File: src/rtl/instruction_fetch_unit.sv
// Instruction fetch unit: drives a fetch address to a combinational
// instruction memory and holds the fetched word in IR until decode takes it.
// A two-state FSM (RUN/HALTED) stops fetching after a HALT opcode, and a
// redirect from execute restarts it.
//
// Ports
//   Clock, Reset      rising-edge clock, synchronous active-high reset
//   PC                fetch address to instruction memory (registered)
//   Instruction       memory read data for PC, valid in the same cycle
//   RedirectValid     branch/jump request from execute
//   RedirectTarget    branch/jump target (bit 0 is ignored)
//   IR, IRPC          held instruction and its fetch address (registered)
//   IRValid           IR/IRPC hold an instruction decode has not taken
//   IRReady           decode takes IR when IRValid && IRReady
//   Halted            high while the FSM is in HALTED
//   InstrCount        saturating count of instructions taken by decode
module instruction_fetch_unit #(
   parameter logic [15:0] RESET_PC    = 16'h0000,
   parameter logic [15:0] PC_STEP     = 16'd2,
   parameter logic [3:0]  HALT_OPCODE = 4'hF
) (
   input  logic        Clock,
   input  logic        Reset,
   output logic [15:0] PC,
   input  logic [15:0] Instruction,
   input  logic        RedirectValid,
   input  logic [15:0] RedirectTarget,
   output logic [15:0] IR,
   output logic [15:0] IRPC,
   output logic        IRValid,
   input  logic        IRReady,
   output logic        Halted,
   output logic [15:0] InstrCount
);

   localparam int unsigned W      = 16;
   localparam int unsigned OP_MSB = 15;
   localparam int unsigned OP_LSB = 12;

   localparam logic [0:0] RUN    = 1'b0;
   localparam logic [0:0] HALTED = 1'b1;

   localparam logic [W-1:0] COUNT_MAX = {W{1'b1}};

   logic [0:0]   state;
   logic [0:0]   state_nx;
   logic [W-1:0] pc_nx;
   logic [W-1:0] ir_nx;
   logic [W-1:0] irpc_nx;
   logic         irvalid_nx;
   logic [W-1:0] count_nx;

   logic         accept;
   logic         load;
   logic         is_halt;
   logic [W-1:0] redirect_pc;

   // Handshake and fetch qualifiers
   assign accept      = IRValid && IRReady;
   assign load        = (state == RUN) && !RedirectValid && (!IRValid || IRReady);
   assign is_halt     = (Instruction[OP_MSB:OP_LSB] == HALT_OPCODE);
   // Instructions are halfword aligned, so the target is forced even
   assign redirect_pc = {RedirectTarget[W-1:1], 1'b0};

   assign Halted = (state == HALTED);

   // State register and datapath registers
   always_ff @(posedge Clock) begin
      if (Reset) begin
         state      <= RUN;
         PC         <= RESET_PC;
         IR         <= '0;
         IRPC       <= '0;
         IRValid    <= 1'b0;
         InstrCount <= '0;
      end else begin
         state      <= state_nx;
         PC         <= pc_nx;
         IR         <= ir_nx;
         IRPC       <= irpc_nx;
         IRValid    <= irvalid_nx;
         InstrCount <= count_nx;
      end
   end

   // Next-state and next-datapath logic; redirect outranks load and halt
   always_comb begin
      state_nx   = state;
      pc_nx      = PC;
      ir_nx      = IR;
      irpc_nx    = IRPC;
      irvalid_nx = IRValid;
      count_nx   = InstrCount;

      // An accept still completes even when a redirect squashes fetch
      if (accept && (InstrCount != COUNT_MAX)) begin
         count_nx = InstrCount + W'(1);
      end

      if (RedirectValid) begin
         state_nx   = RUN;
         pc_nx      = redirect_pc;
         irvalid_nx = 1'b0;
      end else if (load) begin
         ir_nx      = Instruction;
         irpc_nx    = PC;
         irvalid_nx = 1'b1;
         if (is_halt) begin
            state_nx = HALTED;
         end else begin
            pc_nx = PC + PC_STEP;
         end
      end else if (accept) begin
         // Only reachable in HALTED: the last instruction drains out
         irvalid_nx = 1'b0;
      end
   end

endmodule

File: config.mk
export PLATFORM = sky130hd
export DESIGN_NAME = instruction_fetch_unit
export DESIGN_NICKNAME = d
export VERILOG_FILES = /design/src/rtl/instruction_fetch_unit.sv
export SDC_FILE = /design/constraint.sdc
export NUM_CORES = 1
export LEC_CHECK = 0
export CELL_PAD_IN_SITES_DETAIL_PLACEMENT = 0
export CELL_PAD_IN_SITES_GLOBAL_PLACEMENT = 1
export CORE_UTILIZATION = 34
export CTS_CLUSTER_SIZE = 28
export DETAILED_ROUTE_END_ITERATION = 6
export PLACE_DENSITY_LB_ADDON = 0.1
export SETUP_SLACK_MARGIN = 0.4
export SYNTH_ARGS = -nofsm -noshare
export SYNTH_HDL_FRONTEND = slang
export SYNTH_SLANG_ARGS = --single-unit
File: constraint.sdc
create_clock -name Clock -period 2.5 [get_ports Clock]
set_clock_uncertainty 0.1 [all_clocks]
set_input_delay 0.75 -clock Clock [delete_from_list [all_inputs] [get_ports Clock]]
set_output_delay 0.75 -clock Clock [all_outputs]
set_load 0.005 [all_outputs]
After elaboration in Yosys (flattened, before gate mapping)
Cells that the tools add are included.

Multiplexer cells: 5. $add $sub $neg: 2. Equality and inequality tests: 3. Bitwise operators: 3. Reduce and logical (&&, ||, !) cells: 14.

Operators by type and width (number): two-way mux 16 bit (3); adder 16 x 1 -> 16 bit, second input constant (1); adder 16 x 2 -> 16 bit, second input constant (1); inequality test 16 bit, second input constant (1); AND reduction 2 bit (4); == test 4 bit, second input constant (1); logical AND 1 bit (4); nonzero test 2 bit (2); inverter 1 bit (3); logical NOT 1 bit (2); two-way mux 1 bit (2); inequality test 2 bit, second input constant (1); OR reduction 2 bit (1); logical OR 1 bit (1).

Logic and storage cells: 34. Register bits: 66. Output and inout bits: 66.

Depth between registers and ports, before layout
Gate-level depths: netlist of run 1.

Depth after elaboration: 5. Gate-level depth with buffers: 7. Gate-level depth less buffers: 6.

Worst setup path before layout of run 1
No wires, ideal clock.

Path kind: input to register. Start point: in RedirectValid. End point: reg PC[10]. Required time: 2.314 ns. Setup time: 0.086 ns. Data arrival time: 1.800 ns. Buffers on the path: 2. Cell stages on the path: 7. Setup slack: 0.514 ns. Cell sequence: clkbuf_1 nor2_2 nand3_2 buf_2 nor3_1 xnor2_1 a211oi_1.

Word-level cells in the longest chain between the ends: 5. Elaborated cells between the ends (all ways): 7.

RTL lines: start: declaration (line 26) `input logic RedirectValid,`; logical NOT 1 bit (line 60) `assign load = (state == RUN) && !RedirectValid && (!IRValid || IRReady);`; logical AND 1 bit (2 in a row) (line 60); nonzero test 2 bit (no line); AND reduction 2 bit (no line); end signal: assignment (line 78) `PC <= pc_nx;`; end: declaration (line 24) `output logic [15:0] PC,`.

Parallel ways exist; a longest one is shown, timed or not. A chain may end at the register's enable or synchronous reset.

Final worst setup path of run 1
Ends and elaborated chain as after synthesis.

==> impl_results.md, run 1 <==
- Worst Path Max Fanout: 7
- Peak VDD IR: 0.227 mV
- Least-Margin Pin Slew: 0.497 ns
- Post-CTS Hold Fix Bufs: 0
- Simple-Gate Fraction of Synth Area: about 30%
- Initial antenna violation count: 0
- Number of synthesized flops with an enable pin: 0
- Clock root buffer master: clkbuf_8
- Vias/cell: 4.93
- CTS H-tree lvls: 3
- ANT cells: 0
- Largest net degree at the start of global routing: 32
- P per Cell Area: around 530 mW/mm^2
- Via count: 2,798
- Clock tree sinks: 64
- Synth warn: 0
- Max-slew violations: 0
- Number of routed nets with antenna violations: 0
- Final hold violation count: 0
- Mux share of post-synthesis cell area: 0.765%
- Worst Hold Class: reg2reg
- Remaining DRCs: 0
- Vias in the first global route: 2,545
- Max Cap Viol: 0
- Num ports: 102
- First-pass GRT wire length: 12.3 mm
- Drt total wl: 7.72 mm
- Die W: 92.4 um
- Share of layout cells above drive strength 1: 18.7%
- Crit. End Element: flip-flop
- Core area: 0.00781 sq mm
- Layout Nets: 500
- Initial Util: 35.6%
- DIE HEIGHT: 92.4 um
- Synthesized netlist cell count: 350
- Critical Path RT: 2.65 ns
- Maximum buffer depth of the clock tree: 2
- Iter 0 DRT Violations: 116
- Row count: 32
- Post-Synth Adder-Cell Area: 0.900%
- Largest family of logic cells by synthesized area: simple AND/OR/NAND/NOR gates
- RSZ-0062 raised after global routing: yes
- GRT overflow: 0
- Detailed Routing Iterations Pass 1: 4
- DR WL/cell: 13.6 um
- Post-synthesis cell area: 0.00278 sq mm
- Register bit count reported by yosys: 64
- Dominant cell type by area after synthesis: dfxtp_1
- Syn Area/Cell: 7.94 sq um
- Status: finished clean
- Lkg Pwr: 1.66 nW
- Final Core Density: 56.2%
- # setup viols final: 0
- Hpwl dp: between 5 and 6 mm
- Clock insertion delay at the later pin of the skew report: 0.33 ns
- Startpoint Class: input pin
- Area of the multi-input gates: between 0.001 and 0.0015 sq mm
- Critical path class: in2reg
- Fillers: 735
- Commonest register cell after synthesis: dfxtp_1
- Normalized max-slew margin: 66.6%
- CTS tree: yes
- Post-synth top area share: 46.1%
- Die ar.: approximately 0.0085 sq mm
- Share of flip-flops with an asynchronous set or reset: 0%
- Area grow syn2layout: 57.7%
- Final period util: 83.9%
- Area fraction in compound gates after synthesis: 14.7%
- Placer Congestion: just under 0.8
- CTS clk-pin slew, worst paths: roughly 0.070 ns
- Hold WS: between 0.3 and 0.4 ns
- WP data arrival: 2.24 ns
- Fmax: 477 MHz
- Sequential cell area: ~0.0014 sq mm
- Number of port buffers: 98
- Gr usage total: a little under a fifth
- Min cycle time layout: 2.10 ns
- Distinct cells, synth: 42
- Largest cells by area after synthesis: dfxtp_1 (46%), nand2_1 (11%), a21oi_1 (7.6%)
- Area share of xor/xnor cells in the synthesized design: 4.10%
- CTS buffer count: 9
- Post-synthesis sequential area ratio: 46.1%
path summary, 6_finish.rpt:
check	slack [ns]	startpoint	endpoint	depth (start not counted)
worst max-delay path	0.40	RedirectValid	PC[10]$_SDFFE_PP0P_	7
worst min-delay path	0.35	IR[5]$_SDFFE_PP0P_	IR[5]$_SDFFE_PP0P_	2
worst max register to register	0.74	PC[2]$_SDFFE_PP0P_	PC[9]$_SDFFE_PP0P_	5
worst min register to register	0.35	IR[5]$_SDFFE_PP0P_	IR[5]$_SDFFE_PP0P_	2
metal layers:
metal  GRT usage [%]  wire, um
met3            3.37       361
met1            23.6      3640
met5               0         0
met2            29.7      3620
met4            7.03       101
per-stage QoR:
step / setup slack [ns] / cells / total power [mW] / TNS [ns] / instance area, sq um
3_5_place_dp: -0.0621 / 545 / 1.43 / -0.211 / 3940
3_3_place_gp: -0.0414 / 545 / 1.43 / -0.0949 / 3940
2_1_floorplan: 0.514 / 351 / 1.24 / 0 / 2780
6_report: 0.403 / 568 / 2.33 / 0 / 4380
5_1_grt: 0.358 / 568 / 2.44 / 0 / 4380
4_1_cts: 0.360 / 561 / 2.35 / 0 / 4220
registers in the layout, indices dropped and copies added (netlist names):
register / flops
IRPC: 15
PC: 15
Halted: 1
IR: 16
IRValid: 1
InstrCount: 16
cell usage after synthesis, types with 2 or more instances:
cell and number:
nor2_1 30, a21oi_1 42, a31oi_1 10, inv_1 2, nand4_1 10, a211oi_1 2, dfxtp_1 64, buf_4 3
nand3b_1 2, nor3_1 14, o211ai_1 3, nand3_1 14, nand2_1 81, nor4_1 5, clkbuf_1 15, nand2b_1 2
nor2_2 2, and3_1 4, a311oi_1 2, xnor2_1 12, o21ai_0 9, ha_1 2
cell type report:
class                           count  share of cell area [%]
Sequential cell                    64                    31.5
Timing Repair Buffer              120                    27.5
Multi-Input combinational cell    265                    33.2
Clock inverter                      2                   0.856
Tap cell                          102                    2.91
Clock buffer                       13                    3.85
Inverter                            2                   0.171
critical path, stage by stage:
cell,delay (ns)
clkdlybuf4s50_1,0.50
nor2_4,0.16
nand3_4,0.15
buf_4,0.17
nor3_1,0.21
xnor2_1,0.09
a211oi_1,0.21
kinds of logic after synthesis:
group           count (synthesis)
buf+inv                        22
xor+xnor                       13
fa+ha+maj                       2
simple gates                  174
mux                             2
other cells                     1
flops                          64
compound gates                 72
cell usage in the layout (no fill, tap or decap), drive strengths merged, types with 2 or more instances in the layout:
master and count:
a211oi 3, a21oi 42, a311oi 2, a31oi 10
and3 4, buf 23, clkbuf 13, clkdlybuf4s50 86
conb 2, dfxtp 64, dlygate4sd2 3, dlymetal6s2s 8
ha 2, inv 2, nand2 82, nand2b 2
nand3 15, nand3b 2, nand4 11, nor2 32
nor3 14, nor4 6, o211ai 3, o21ai 9
xnor2 12
where the power goes:
group | total (mW) | switching, mW | internal (mW) | leakage [nW]
sequential | 1.09 | 0.0401 | 1.05 | 0.544
combinational | 0.323 | 0.138 | 0.186 | 1.01
clock | 0.918 | 0.381 | 0.538 | 0.102
total | 2.33 | 0.559 | 1.77 | 1.66
repair_timing:
action | 4_1_cts | 5_1_grt
resized for setup | 46 | 38
hold endpoints to repair | 0 | 0
pin swaps | 0 | 5
buffers inserted | 1 | 7
endpoints found under the setup margin | 46 | 34
cloned | 0 | 0
No activity file was read; power rests on OpenSTA's default activity.
==> run 2, diff against run 1 <==
--- a/config.mk
+++ b/config.mk
@@ -7,7 +7,7 @@
 export LEC_CHECK = 0
 export CELL_PAD_IN_SITES_DETAIL_PLACEMENT = 0
 export CELL_PAD_IN_SITES_GLOBAL_PLACEMENT = 1
-export CORE_UTILIZATION = 34
+export CORE_UTILIZATION = 31
 export CTS_CLUSTER_SIZE = 28
 export DETAILED_ROUTE_END_ITERATION = 6
 export PLACE_DENSITY_LB_ADDON = 0.1
==> constraint.sdc (replaced) <==
create_clock -name Clock -period 2.01 [get_ports Clock]
set_clock_uncertainty 0.1 [all_clocks]
set_input_delay 0.603 -clock Clock [delete_from_list [all_inputs] [get_ports Clock]]
set_output_delay 0.603 -clock Clock [all_outputs]
set_load 0.005 [all_outputs]
==> run 2 against run 1 <==
Global-route usage increased by 2.2 points; clock power rose by 42%; total power grew 36%; utilization is 2.6 points higher; register-to-register slack worse by 0.52 ns; sequential power grew 23%; via count is 15% higher; first-iteration DRC count decreased by 11%; worst setup slack got worse by 0.18 ns; combinational power is 65% higher; critical path depth up 1; hold slack worse by 0.00060 ns; highest routed layer unchanged.
==> impl_results.md, run 2 (same netlist as run 1, synthesis figures left out) <==
- Via count: 3,204 (was 2,798)
- # setup viols final: 0 (unchanged)
- Worst Path Max Fanout: 4 (was 7)
- Layout Nets: 571 (was 500)
- Final period util: 89.0%
- Vias in the first global route: 3,100 (was 2,545)
- Drt total wl: 9.78 mm (was 7.72 mm)
- Iter 0 DRT Violations: 103 (was 116)
- Most common cell after layout, fill and taps aside: nand2_1 (was clkdlybuf4s50_1)
- Detailed Routing Iterations Pass 1: 4 (unchanged)
- Gr usage total: 20.4% (was 18.2%)
- Final Core Density: 58.8% (was 56.2%)
- Comb pwr share: 16.8% (was 13.9%)
- WP data arrival: 1.92 ns (was 2.24 ns)
- Critical path class: reg2reg (was in2reg)
- Post-CTS Hold Fix Bufs: 0 (unchanged)
- Hpwl dp: 5.55 mm (was 5.24 mm)
- Reg2reg start: InstrCount[5]$_SDFFE_PP0P_ (was PC[2]$_SDFFE_PP0P_)
- Startpoint Class: flip-flop (was input pin)
- Row count: 34 (was 32)
- Placer Congestion: 0.756 (was 0.772)
- Worst r2r dst: InstrCount[3]$_SDFFE_PP0P_ (was PC[9]$_SDFFE_PP0P_)
- CTS H-tree lvls: 3 (unchanged)
- Net switching power: 773 uW (was 559 uW)
- Max Cap Viol: 0 (unchanged)
- Top flop regs: IR (16), InstrCount (16) (unchanged)
- Crit. End Element: flip-flop (unchanged)
- Worst hold path depth: 2 (unchanged)
- Worst Hold Class: reg2reg (unchanged)
- Clock insertion delay at the later pin of the skew report: 0.35 ns (was 0.33 ns)
- Critical Path RT: 2.15 ns (was 2.65 ns)
- First-pass GRT wire length: 15.5 mm (was 12.3 mm)
- Max-slew violations: 0 (unchanged)
- Fillers: 788 (was 735)
- Initial antenna violation count: 0 (unchanged)
- Area grow syn2layout: 84.4% (was 57.7%)
- CTS tree: yes (unchanged)
- Min cycle time layout: 1.79 ns
- Num ports: 102 (unchanged)
- Area of the multi-input gates: 0.00172 sq mm (was 0.00146 sq mm)
- Peak VDD IR: 0.368 mV (was 0.227 mV)
- Int Power: 2.40 mW (was 1.77 mW)
- Clock root buffer master: clkbuf_8 (unchanged)
- P per Cell Area: 619 mW/mm^2 (was 531 mW/mm^2)
- Sequential cell area: 0.00141 sq mm (was 0.00138 sq mm)
- Commonest non-fill, non-tap cells in the layout: nand2_1 (81), buf_4 (64), dfxtp_2 (41) (was clkdlybuf4s50_1 (86), nand2_1 (81), a21oi_1 (42))
- Share of layout cells above drive strength 1: 49.8% (was 18.7%)
- Clk pwr share: 40.9% (was 39.4%)
- Vias/cell: 4.96 (was 4.93)
- Hold path start: IR[12]$_SDFFE_PP0P_ (was IR[5]$_SDFFE_PP0P_)
- Lkg Pwr: 2.12 nW (was 1.66 nW)
- Hold EP: IR[12]$_SDFFE_PP0P_ (was IR[5]$_SDFFE_PP0P_)
- DIE HEIGHT: 96.7 um (was 92.4 um)
- Number of port buffers: 98 (unchanged)
- Worst reg2reg path depth: 8 (was 5)
- Largest net degree at the start of global routing: 46 (was 32)
- Sequential Power Share: 42.3% (was 46.7%)
- Maximum buffer depth of the clock tree: 2 (unchanged)
- ANT cells: 0 (unchanged)
- GRT overflow: 0 (unchanged)
- Die W: 96.7 um (was 92.4 um)
- DR WL/cell: 15.1 um (was 13.6 um)
- Clock tree sinks: 64 (unchanged)
- Number of routed nets with antenna violations: 0 (unchanged)
- Status: finished clean (unchanged)
- Placement Setup Slack: -0.342 ns (was -0.0621 ns)
- Final hold violation count: 0 (unchanged)
- Remaining DRCs: 0 (unchanged)
- Sw Share: 24.3% (was 24.0%)
- CTS clk-pin slew, worst paths: 0.07 ns (about the same)
- Initial Util: 31.9% (was 35.6%)
- Final worst setup slack: 0.222 ns (was 0.403 ns)
- R2r setup slk: 0.22 ns (was 0.74 ns)
- Core area: 0.00872 sq mm (was 0.00781 sq mm)
- Fmax: ~560 MHz
- CTS buffer count: 9 (unchanged)
- Die ar.: 0.00935 sq mm (was 0.00854 sq mm)
- RSZ-0062 raised after global routing: yes (unchanged)
- Hold WS: 0.352 ns (about the same)
==> run 2: per-layer routing <==
metal / part of all wire (%) / GRT usage (%) / wire, um / up-vias
met2: 52 / 34.5 / 5050 / 94
met3: 4.9 / 5.71 / 479 / 10
met5: 0 / 0 / 0 / -
li1: - / - / - / 1582
met4: 1.2 / 6.66 / 119 / 0
met1: 42 / 24.9 / 4130 / 1518
==> run 2: area by class of cell <==
class,instances,share of cell area [%]
clock buffer,14,3.37
multi-input combinational,265,33.5
tap,108,2.64
clock inverter,2,1.17
inverter,2,0.146
sequential,64,27.5
timing repair buffer,191,31.8
==> run 2: worst max-delay path: stages (launching register included) <==
cell,delay (ns)
dfxtp_4,0.35
buf_6,0.10
nand4_4,0.10
buf_6,0.15
nor4_4,0.39
buf_6,0.19
nor3_4,0.04
xnor2_1,0.19
nor2_1,0.07
==> run 2: power groups by stage <==
stage	clock, mW	combinational [mW]	sequential, mW
after floorplan	0	0.163	1.40
after CTS	1.33	0.501	1.34
after detailed placement	0	0.425	1.40
after global routing	1.41	0.577	1.35
after global placement	0	0.423	1.40
final	1.30	0.534	1.34
==> run 2: how the worst max path moves through the flow <==
| stage | from | end |
|---|---|---|
| final | InstrCount[5]$_SDFFE_PP0P_ | InstrCount[3]$_SDFFE_PP0P_ |
| after global routing | InstrCount[1]$_SDFFE_PP0P_ | InstrCount[5]$_SDFFE_PP0P_ |
| after floorplan | IRReady | InstrCount[11]$_SDFFE_PP0P_ |
| after global placement | IRReady | InstrCount[11]$_SDFFE_PP0P_ |
| after CTS | InstrCount[0]$_SDFFE_PP0P_ | InstrCount[6]$_SDFFE_PP0P_ |
| after detailed placement | IRReady | InstrCount[11]$_SDFFE_PP0P_ |
==> run 2: what timing repair did <==
| item | in CTS | in global routing |
|---|---|---|
| resized for setup | 279 | 97 |
| pin swaps | 30 | 30 |
| setup endpoints to repair | 126 | 88 |
| gates cloned | 3 | 1 |
| buffers inserted | 44 | 16 |
==> run 2: metrics by stage <==
| step | instances | power [mW] | area (sq um) | setup TNS [ns] |
|---|---|---|---|---|
| after detailed placement | 566 | 1.82 | 4140 | -11.79 |
| after global routing | 646 | 3.34 | 5130 | 0 |
| after CTS | 629 | 3.17 | 4970 | 0 |
| after global placement | 566 | 1.82 | 4140 | -11.08 |
| after floorplan | 351 | 1.56 | 2900 | 0 |
| final | 646 | 3.17 | 5130 | 0 |
